**src/rtl/fpu_mm_master.sv**
```systemverilog
// Avalon-MM master that sequences one FPU operation: writes the operands and a start
// pulse, polls the done flag, reads the result and returns it on a ready/valid response.
module fpu_mm_master #(
    parameter int unsigned POLL_LIMIT = 1023
) (
    input  logic        clk,
    input  logic        reset_n,
    input  logic        cmd_valid,
    output logic        cmd_ready,
    input  logic        cmd_sign_a,
    input  logic        cmd_sign_b,
    input  logic [7:0]  cmd_int_a,
    input  logic [7:0]  cmd_frac_a,
    input  logic [7:0]  cmd_int_b,
    input  logic [7:0]  cmd_frac_b,
    input  logic [1:0]  cmd_opcode,
    output logic        rsp_valid,
    input  logic        rsp_ready,
    output logic [31:0] rsp_result,
    output logic        rsp_timeout,
    output logic        busy,
    output logic [4:0]  avm_address,
    output logic        avm_chipselect,
    output logic        avm_write,
    output logic        avm_read,
    output logic [31:0] avm_writedata,
    input  logic [31:0] avm_readdata,
    input  logic        avm_waitrequest
);

    typedef enum logic [2:0] {StIdle, StWrite, StPoll, StReadRes, StResp} state_e;

    localparam logic [15:0] PollLast = 16'(POLL_LIMIT - 1);

    state_e      state_q, state_d;
    logic [3:0]  widx_q, widx_d;
    logic [15:0] poll_cnt_q, poll_cnt_d;
    logic        sign_a_q, sign_a_d, sign_b_q, sign_b_d;
    logic [7:0]  int_a_q, int_a_d, frac_a_q, frac_a_d;
    logic [7:0]  int_b_q, int_b_d, frac_b_q, frac_b_d;
    logic [1:0]  opcode_q, opcode_d;
    logic [31:0] rsp_result_q, rsp_result_d;
    logic        rsp_timeout_q, rsp_timeout_d;

    always_ff @(posedge clk or negedge reset_n) begin
        if (!reset_n) begin
            state_q       <= StIdle;
            widx_q        <= 4'd0;
            poll_cnt_q    <= 16'd0;
            sign_a_q      <= 1'b0;
            sign_b_q      <= 1'b0;
            int_a_q       <= 8'd0;
            frac_a_q      <= 8'd0;
            int_b_q       <= 8'd0;
            frac_b_q      <= 8'd0;
            opcode_q      <= 2'd0;
            rsp_result_q  <= 32'd0;
            rsp_timeout_q <= 1'b0;
        end else begin
            state_q       <= state_d;
            widx_q        <= widx_d;
            poll_cnt_q    <= poll_cnt_d;
            sign_a_q      <= sign_a_d;
            sign_b_q      <= sign_b_d;
            int_a_q       <= int_a_d;
            frac_a_q      <= frac_a_d;
            int_b_q       <= int_b_d;
            frac_b_q      <= frac_b_d;
            opcode_q      <= opcode_d;
            rsp_result_q  <= rsp_result_d;
            rsp_timeout_q <= rsp_timeout_d;
        end
    end

    always_comb begin
        state_d       = state_q;
        widx_d        = widx_q;
        poll_cnt_d    = poll_cnt_q;
        sign_a_d      = sign_a_q;
        sign_b_d      = sign_b_q;
        int_a_d       = int_a_q;
        frac_a_d      = frac_a_q;
        int_b_d       = int_b_q;
        frac_b_d      = frac_b_q;
        opcode_d      = opcode_q;
        rsp_result_d  = rsp_result_q;
        rsp_timeout_d = rsp_timeout_q;
        cmd_ready     = 1'b0;
        rsp_valid     = 1'b0;
        avm_write     = 1'b0;
        avm_read      = 1'b0;
        avm_address   = 5'd0;
        avm_writedata = 32'd0;

        case (state_q)
            StIdle: begin
                cmd_ready = 1'b1;
                if (cmd_valid) begin
                    sign_a_d = cmd_sign_a;
                    sign_b_d = cmd_sign_b;
                    int_a_d  = cmd_int_a;
                    frac_a_d = cmd_frac_a;
                    int_b_d  = cmd_int_b;
                    frac_b_d = cmd_frac_b;
                    opcode_d = cmd_opcode;
                    widx_d   = 4'd0;
                    state_d  = StWrite;
                end
            end
            StWrite: begin
                avm_write = 1'b1;
                // Index 7 raises the start bit, index 8 clears it again at the same address.
                avm_address = (widx_q < 4'd8) ? {1'b0, widx_q} : 5'd7;
                case (widx_q)
                    4'd0:    avm_writedata = {31'd0, sign_a_q};
                    4'd1:    avm_writedata = {24'd0, int_a_q};
                    4'd2:    avm_writedata = {24'd0, frac_a_q};
                    4'd3:    avm_writedata = {31'd0, sign_b_q};
                    4'd4:    avm_writedata = {24'd0, int_b_q};
                    4'd5:    avm_writedata = {24'd0, frac_b_q};
                    4'd6:    avm_writedata = {30'd0, opcode_q};
                    4'd7:    avm_writedata = 32'd1;
                    default: avm_writedata = 32'd0;
                endcase
                if (!avm_waitrequest) begin
                    if (widx_q == 4'd8) begin
                        poll_cnt_d = 16'd0;
                        state_d    = StPoll;
                    end else begin
                        widx_d = widx_q + 4'd1;
                    end
                end
            end
            StPoll: begin
                avm_read    = 1'b1;
                avm_address = 5'd9;
                if (!avm_waitrequest) begin
                    if (avm_readdata[0]) begin
                        state_d = StReadRes;
                    end else if (poll_cnt_q == PollLast) begin
                        rsp_result_d  = 32'd0;
                        rsp_timeout_d = 1'b1;
                        state_d       = StResp;
                    end else begin
                        poll_cnt_d = poll_cnt_q + 16'd1;
                    end
                end
            end
            StReadRes: begin
                avm_read    = 1'b1;
                avm_address = 5'd8;
                if (!avm_waitrequest) begin
                    rsp_result_d  = avm_readdata;
                    rsp_timeout_d = 1'b0;
                    state_d       = StResp;
                end
            end
            StResp: begin
                rsp_valid = 1'b1;
                if (rsp_ready) begin
                    state_d = StIdle;
                end
            end
            default: state_d = StIdle;
        endcase
    end

    assign avm_chipselect = avm_write | avm_read;
    assign busy           = (state_q != StIdle);
    assign rsp_result     = rsp_result_q;
    assign rsp_timeout    = rsp_timeout_q;

endmodule

```
**config.mk**
```make
export PLATFORM = sky130hd
export DESIGN_NAME = fpu_mm_master
export DESIGN_NICKNAME = d
export VERILOG_FILES = /design/src/rtl/fpu_mm_master.sv
export SDC_FILE = /design/constraint.sdc
export NUM_CORES = 1
export LEC_CHECK = 0
export ABC_AREA = 1
export ABC_CLOCK_PERIOD_IN_PS = 1900
export CAP_MARGIN = 20
export CORE_AREA = 2 2 109 111
export CTS_BUF_LIST = sky130_fd_sc_hd__clkbuf_4
export DETAILED_ROUTE_END_ITERATION = 12
export DIE_AREA = 0 0 111 113
export PLACE_DENSITY = 0.78
export SYNTH_ARGS = -nofsm -noshare
export SYNTH_HDL_FRONTEND = slang
export SYNTH_SLANG_ARGS = --single-unit
export TNS_END_PERCENT = 30
```
**constraint.sdc**
```tcl
create_clock -name clk -period 1.9 [get_ports clk]
set_clock_uncertainty 0.1 [all_clocks]
set_input_delay 0.57 -clock clk [delete_from_list [all_inputs] [get_ports clk]]
set_output_delay 0.57 -clock clk [all_outputs]
set_load 0.01 [all_outputs]
```
==> results.py, run 1 <==
metrics = {
    "sta": {
        "max_freq_mhz": 392,
        "setup_violating_endpoint_count_in_the_final_report": 33,
        "worst_slack_ps": -649,
        "unrepaired_setup_endpoints_after_global_routing": "yes",
        "final_period_minus_worst_setup_slack_ps": 2550,
        "timing.setup.tns_ps": -8180,
        "hold_ws_ps": 386,
        "finalHoldViolCount": 0,
        "drv_slew": 0,
        "final_min_period_over_clock_period": 1.34,
    },
    "clocking": {
        "numCtsBuffers": 9,
        "cts_root_buf": "sky130_fd_sc_hd__clkbuf_4",
        "cts.reportedPaths.clkPinSlew_ps": 160,
        "clock_tree_from_tritoncts": "done",
        "tritoncts_num_sinks": 92,
        "cts.path.max_buffers": 2,
        "clk_latency_ps": 450,
        "ctsHtreeMaxLevel": 3,
    },
    "critical_path": {
        "critical_path.reg2reg.endpoint": "widx_q[1]",
        "crit_path_end": "avm_writedata[0]",
        "cp.depth": 9,
        "r2r.worst_path.cells": 11,
        "critPathKind": "register to output port",
        "crit_chain": "buf_6 > inv_6 > ha_4 > and3_4 > nand2_1 > o21ai_1 > nor2_1 > a21oi_2 > buf_2",
        "worstPathMaxFanout": 3,
        "cp_data_required_time_ps": 1230,
        "ff2ff_setup_slack_ps": -100,
        "cp_slowest_stage_delay_ps": 440,
        "critPathTopFamily": "flip-flops",
        "setup.worst_path.start_class": "register",
        "crit_arrival_ps": 1880,
        "crit_path_start": "widx_q[0]",
        "rr_startpoint": "state_q[2]",
        "critical-path-slowest-cell": "sky130_fd_sc_hd__dfrtp_1",
        "critPathBufInv": 3,
        "worst_setup_path_end_kind": "output port",
    },
    "power_and_ir_drop": {
        "leakage_nw": 3.46,
        "worst_ir_drop_vdd_mv": 0.697,
        "cellInternalPower_mw": 5.84,
        "comb_power_share": 0.571,
        "power.share.switching": 0.409,
        "power_density_nw_per_um2": 1360,
        "power.share.clock": 0.113,
        "power.share.sequential": 0.316,
        "finalPower_mw": 9.87,
        "p_sw_mw": 4.04,
    },
    "routing": {
        "detail_route.vias_per_cell": 5.24,
        "vias": 4746,
        "final_routed_wirelength_um": 14600,
        "detailedRoute.firstPassIterationCount": 7,
        "drc": 0,
        "wl_per_cell_um": 16.1,
        "detail-route-antenna-nets": 0,
        "drt_first_iter_violations": 334,
    },
    "logic_synthesis": {
        "yosys.cell_types.count": 36,
        "synth.cell_area_um2": 4910,
        "ys_top_cells_by_area": "sky130_fd_sc_hd__dfrtp_1 47%, sky130_fd_sc_hd__nand2_1 12%, sky130_fd_sc_hd__nand3_1 7.3%",
        "syn-instance-count": 566,
        "synth_flop_cell": "sky130_fd_sc_hd__dfrtp_1",
        "top_cell_type_s_share_of_synthesized_area": 0.469,
        "asyncSetResetFlopFracSynth": 1.00,
        "post_synthesis_sequential_area_ratio": 0.469,
        "ys_seq_elements": 92,
        "syn-mean-instance-area_um2": 8.67,
        "synth-edff-count": 0,
        "yosysWarnings": 0,
        "yosysTopAreaCell": "sky130_fd_sc_hd__dfrtp_1",
    },
    "layout": {
        "finish.cell_count_without_fillers": 906,
        "area_growth_syn_to_layout_pct": 48.4,
        "finalNetCount": 837,
        "post_route_cells_drive_above_1_share": 0.284,
        "num_antenna_cells": 0,
    },
    "global_routing": {
        "globalRoute.totalOverflow": 0,
        "grt_pass1_wl_um": 22400,
        "number_of_antenna_violations_at_the_first_check_in_global_routing": 0,
        "vias_in_the_first_global_route": 4611,
        "track_usage": 0.219,
        "pin_count_of_the_biggest_net_entering_global_routing": 47,
    },
    "status": {
        "status": "finished, violations left",
        "violated_checks": "setup timing",
    },
    "die": {
        "die_w_um": 111,
        "fp.coreArea_um2": 11300,
        "fp-row-count": 39,
        "floorplan.io_pins": 149,
        "initial_utilization": 0.436,
        "chip_height_um": 113,
        "die_area_um2": 12500,
    },
    "placement": {
        "place_hpwl_um": 9720,
        "numPlacedInstances": 858,
        "port_buffers": 123,
        "gp_congestion": 0.851,
    },
    "hold_path": {
        "min_path_type": "register to register",
    },
    "flow_run": {
        "cap_viol_max_count": 0,
    },
}
cell families (layout without fill, tap and decap cells):
family	after synthesis	in the layout	synth area share
AOI/OAI and AO/OA	36	37	0.0459
xor gates and xnor gates	7	7	0.0125
adders and majority gates	6	6	0.0153
buffers and inverters	79	250	0.0923
DFF	92	92	0.469
muxes	32	32	0.0749
other	1	25	0.000764
and+or+nand+nor	313	314	0.290
power groups by stage:
| stage | registers [mW] | logic, mW | clock network, mW |
|---|---|---|---|
| 6_report | 3.12 | 5.64 | 1.11 |
| 5_1_grt | 3.19 | 6.00 | 1.25 |
| 4_1_cts | 3.09 | 4.76 | 1.13 |
| 3_5_place_dp | 3.16 | 4.43 | 0 |
| 3_3_place_gp | 3.13 | 4.28 | 0 |
| 2_1_floorplan | 3.16 | 2.30 | 0 |
cell usage after synthesis, drive strengths merged (3+ instances only):
cell type / n
nand2: 164
dfrtp: 92
nand3: 74
nor2: 49
buf: 41
mux2: 32
inv: 28
nand4: 18
o21ai: 14
a21oi: 13
clkbuf: 10
xor2: 7
a41oi: 6
ha: 6
nor3: 3
o21bai: 3
or2: 3
repair_timing:
action,CTS,global route
cloned,0,2
resized for setup,154,60
pin swaps,17,27
hold endpoints to repair,16,0
hold buffers,1,0
setup endpoints to repair,55,108
buffers inserted,17,19
cell usage in the layout (no fill, tap or decap), drive strengths merged:
cell / Yosys / routed
clkdlybuf4s50: 0 / 71
nand2: 164 / 165
o21bai: 3 / 3
nand3b: 1 / 1
nand3: 74 / 74
a21oi: 13 / 14
inv: 28 / 29
or2: 3 / 3
nand4: 18 / 18
a41oi: 6 / 6
buf: 41 / 101
ha: 6 / 6
nor3: 3 / 3
dfrtp: 92 / 92
xor2: 7 / 7
o21ai: 14 / 14
clkinv: 0 / 4
dlygate4sd2: 0 / 33
mux2: 32 / 32
dlygate4sd3: 0 / 1
nor2: 49 / 49
clkinvlp: 0 / 1
conb: 1 / 25
and3: 1 / 1
clkbuf: 10 / 9
bufinv: 0 / 1
routing by layer:
| layer | GRT usage | wire, um | vias to the layer above |
|---|---|---|---|
| li1 | - | - | 2199 |
| met1 | 0.270 | 5770 | 2282 |
| met2 | 0.390 | 7380 | 235 |
| met3 | 0.0418 | 1110 | 30 |
| met4 | 0.0742 | 320 | 0 |
| met5 | 0 | 0 | - |
worst reg2reg max path, delay by kind of cell, from the launching register on:
kind	cells	cell delay, ps
buf+inv	6	690
flops	1	420
compound gates	2	350
simple gates	3	340
flip-flops by register name, indices dropped and copies added (netlist names), 2 cells and up:
name / flops
poll_cnt_q: 16
rsp_result: 32
frac_a_q: 8
widx_q: 4
int_a_q: 8
frac_b_q: 8
state_q: 3
opcode_q: 2
int_b_q: 8
worst min-delay path by stage:
stage	from	to	slack, ps	cells past startpoint
after floorplan	reset_n	frac_a_q[0]	170	0
after global placement	rsp_result[10]	rsp_result[10]	350	2
after detailed placement	rsp_result[29]	rsp_result[29]	360	2
after CTS	rsp_result[26]	rsp_result[26]	390	2
after global routing	reset_n	int_b_q[5]	390	2
final	rsp_result[20]	rsp_result[20]	390	2
per-stage QoR:
step / util / cell area, um2 / worst slack (ps)
floorplan: - / 5060 / -41.2
global placement: 0.585 / 6590 / -469
detailed placement: 0.585 / 6590 / -550
CTS: 0.617 / 6950 / -590
global route: 0.646 / 7280 / -758
finish: 0.646 / 7280 / -649
area by class of cell:
cell class / instances / area, um2
clock buffers: 9 / 67.6
clock inverters: 7 / 76.3
fillers: 860 / 3990
inverters: 28 / 133
multi-input cells: 421 / 2570
flip-flops and latches: 92 / 2300
well taps: 143 / 179
repair buffers: 206 / 1960
(Power assumes the default switching activity.)
==> run 2: changes to the inputs <==
Settings changed: CELL_PAD_IN_SITES_DETAIL_PLACEMENT from default to 1, CELL_PAD_IN_SITES_GLOBAL_PLACEMENT from default to 2, CORE_AREA 2 2 109 111 to 2 2 144 146, DIE_AREA 0 0 111 113 to 0 0 146 148, PLACE_DENSITY 0.78 to 0.85.
==> run 2 against run 1 <==
  * The run still ends with setup timing left
  * Hold slack got worse by 1.5 ps
  * Via count is 3.7% lower
  * First-iteration DRC count is 47% lower
  * Combinational power grew 0.9%
  * Utilization fell by 27 points
  * Maximum frequency up 1.1%
  * Sequential share of layout area shrank 1.2 points
  * Sequential cell count is the same
  * Sequential power about the same
  * Power up 1.6%
==> results.py, run 2 (synthesis results as in run 1) <==
metrics = {
    "critical_path": {
        "critPathKind": "register to output port",
        "setup.worst_path.start_class": "register",
        "worstPathMaxFanout": 3,
        "worst_setup_path_end_kind": "output port",
        "crit_arrival_ps": 1850,
        "critical-path-slowest-cell": "sky130_fd_sc_hd__dfrtp_1",
        "crit_path_start": "widx_q[1]",
        "rr_startpoint": "state_q[2]",
        "cp_data_required_time_ps": 1230,
        "crit_chain": "buf_6 > ha_4 > and3_4 > nand2_1 > o21ai_2 > nor2_1 > a21oi_2 > buf_2",
        "cp_slowest_stage_delay_ps": 440,
    },
    "routing": {
        "drc": 0,
        "detail_route.vias_per_cell": 4.44,
        "drt_first_iter_violations": 177,
        "wl_per_cell_um": 15.5,
        "detail-route-antenna-nets": 0,
        "final_routed_wirelength_um": 15900,
        "vias": 4571,
        "detailedRoute.firstPassIterationCount": 4,
    },
    "power_and_ir_drop": {
        "cellInternalPower_mw": 5.95,
        "leakage_nw": 3.48,
        "power.share.switching": 0.407,
        "power.share.sequential": 0.312,
        "worst_ir_drop_vdd_mv": 0.508,
        "comb_power_share": 0.567,
        "power.share.clock": 0.121,
        "p_sw_mw": 4.08,
        "power_density_nw_per_um2": 1330,
        "finalPower_mw": 10.0,
    },
    "clocking": {
        "numCtsBuffers": 9,
        "clk_latency_ps": 490,
        "cts.path.max_buffers": 2,
        "cts.reportedPaths.clkPinSlew_ps": 170,
        "ctsHtreeMaxLevel": 3,
        "cts_root_buf": "sky130_fd_sc_hd__clkbuf_4",
        "tritoncts_num_sinks": 92,
        "clock_tree_from_tritoncts": "done",
    },
    "layout": {
        "combined_area_of_the_multi_input_logic_cells_um2": 2590,
        "finalNetCount": 834,
        "finish.cell_count_without_fillers": 1030,
        "num_antenna_cells": 0,
        "nFillCells": 2370,
        "area_growth_syn_to_layout_pct": 54.1,
        "register_area_um2": 2310,
        "mostFrequentLayoutCells": "150 x sky130_fd_sc_hd__nand2_1, 89 x sky130_fd_sc_hd__dfrtp_1, 71 x sky130_fd_sc_hd__clkdlybuf4s50_1, 63 x sky130_fd_sc_hd__nand3_1, 43 x sky130_fd_sc_hd__buf_4",
        "post_route_cells_drive_above_1_share": 0.291,
        "stdcell_area_um2": 7560,
        "final_core_utilization": 0.377,
        "largest_register_ff_count": 32,
        "final_common_cell": "sky130_fd_sc_hd__nand2_1",
    },
    "die": {
        "die_w_um": 146,
        "floorplan.io_pins": 149,
        "chip_height_um": 148,
        "initial_utilization": 0.245,
        "fp.coreArea_um2": 20000,
        "fp-row-count": 52,
        "die_area_um2": 21600,
    },
    "sta": {
        "max_freq_mhz": 397,
        "hold_ws_ps": 385,
        "final_period_minus_worst_setup_slack_ps": 2520,
        "finalHoldViolCount": 0,
        "drv_slew": 0,
        "worst_slack_ps": -621,
        "unrepaired_setup_endpoints_after_global_routing": "yes",
        "final_min_period_over_clock_period": 1.33,
        "timing.setup.tns_ps": -16020,
        "setup_violating_endpoint_count_in_the_final_report": 82,
    },
    "hold_path": {
        "min_path_type": "register to register",
        "hold_crit_start": "rsp_result[14]",
    },
    "placement": {
        "place_worst_setup_slack_ps": -578,
        "place_hpwl_um": 11100,
        "port_buffers": 123,
        "numPlacedInstances": 982,
        "gp_congestion": 0.765,
        "post_dp_cell_area_um2": 6790,
    },
    "global_routing": {
        "globalRoute.totalOverflow": 0,
        "number_of_antenna_violations_at_the_first_check_in_global_routing": 0,
        "pin_count_of_the_biggest_net_entering_global_routing": 37,
        "track_usage": 0.144,
        "grt_pass1_wl_um": 24800,
        "vias_in_the_first_global_route": 4700,
    },
    "status": {
        "status": "finished, violations left",
        "violated_checks": "setup timing",
    },
    "flow_run": {
        "cap_viol_max_count": 0,
    },
}
==> run 2: what timing repair did <==
action	4_1_cts	5_1_grt
pin swaps	15	25
gates resized for setup	155	107
hold buffers	1	0
setup buffers	18	18
endpoints found under the hold margin	26	0
gates cloned	0	1
setup endpoints to repair	58	109
==> run 2: power groups by stage <==
stage          Sequential [mW]  Clock, mW  Combinational (mW)
6_report                  3.13       1.21                5.69
3_5_place_dp              3.16          0                4.48
5_1_grt                   3.22       1.35                6.14
4_1_cts                   3.10       1.27                4.80
3_3_place_gp              3.13          0                4.36
2_1_floorplan             3.16          0                2.30
==> run 2: final cells by class <==
cell class / count / area share
well taps: 270 / 0.0447
clock inverters: 7 / 0.0106
multi-input cells: 420 / 0.343
inverters: 28 / 0.0175
flip-flops and latches: 92 / 0.305
repair buffers: 204 / 0.270
clock buffers: 9 / 0.00893
==> run 2: per-layer routing <==
layer,up-vias,share of wire,track usage
met5,-,0,0
met4,0,0.0094,0.0354
met3,10,0.043,0.0318
met2,113,0.48,0.239
met1,2248,0.46,0.191
li1,2200,-,-
==> run 2: final timing paths <==
kind                                     to  slack, ps  cells past startpoint
max                        avm_writedata[0]       -620                      8
min                          rsp_result[14]        380                      2
max reg2reg                      int_b_q[5]       -210                     12
min reg2reg                  rsp_result[14]        380                      2
max in group asynchronous    rsp_result[12]        690                      3
min in group asynchronous        int_a_q[0]        480                      2
==> run 2: critical path: cells and delay by family (launching register included) <==
kind	cells	cell delay [ps]
DFF	1	440
and+or+nand+nor	3	370
buffers and inverters	2	280
adders and majority gates	1	160
AOI/OAI and AO/OA	2	120
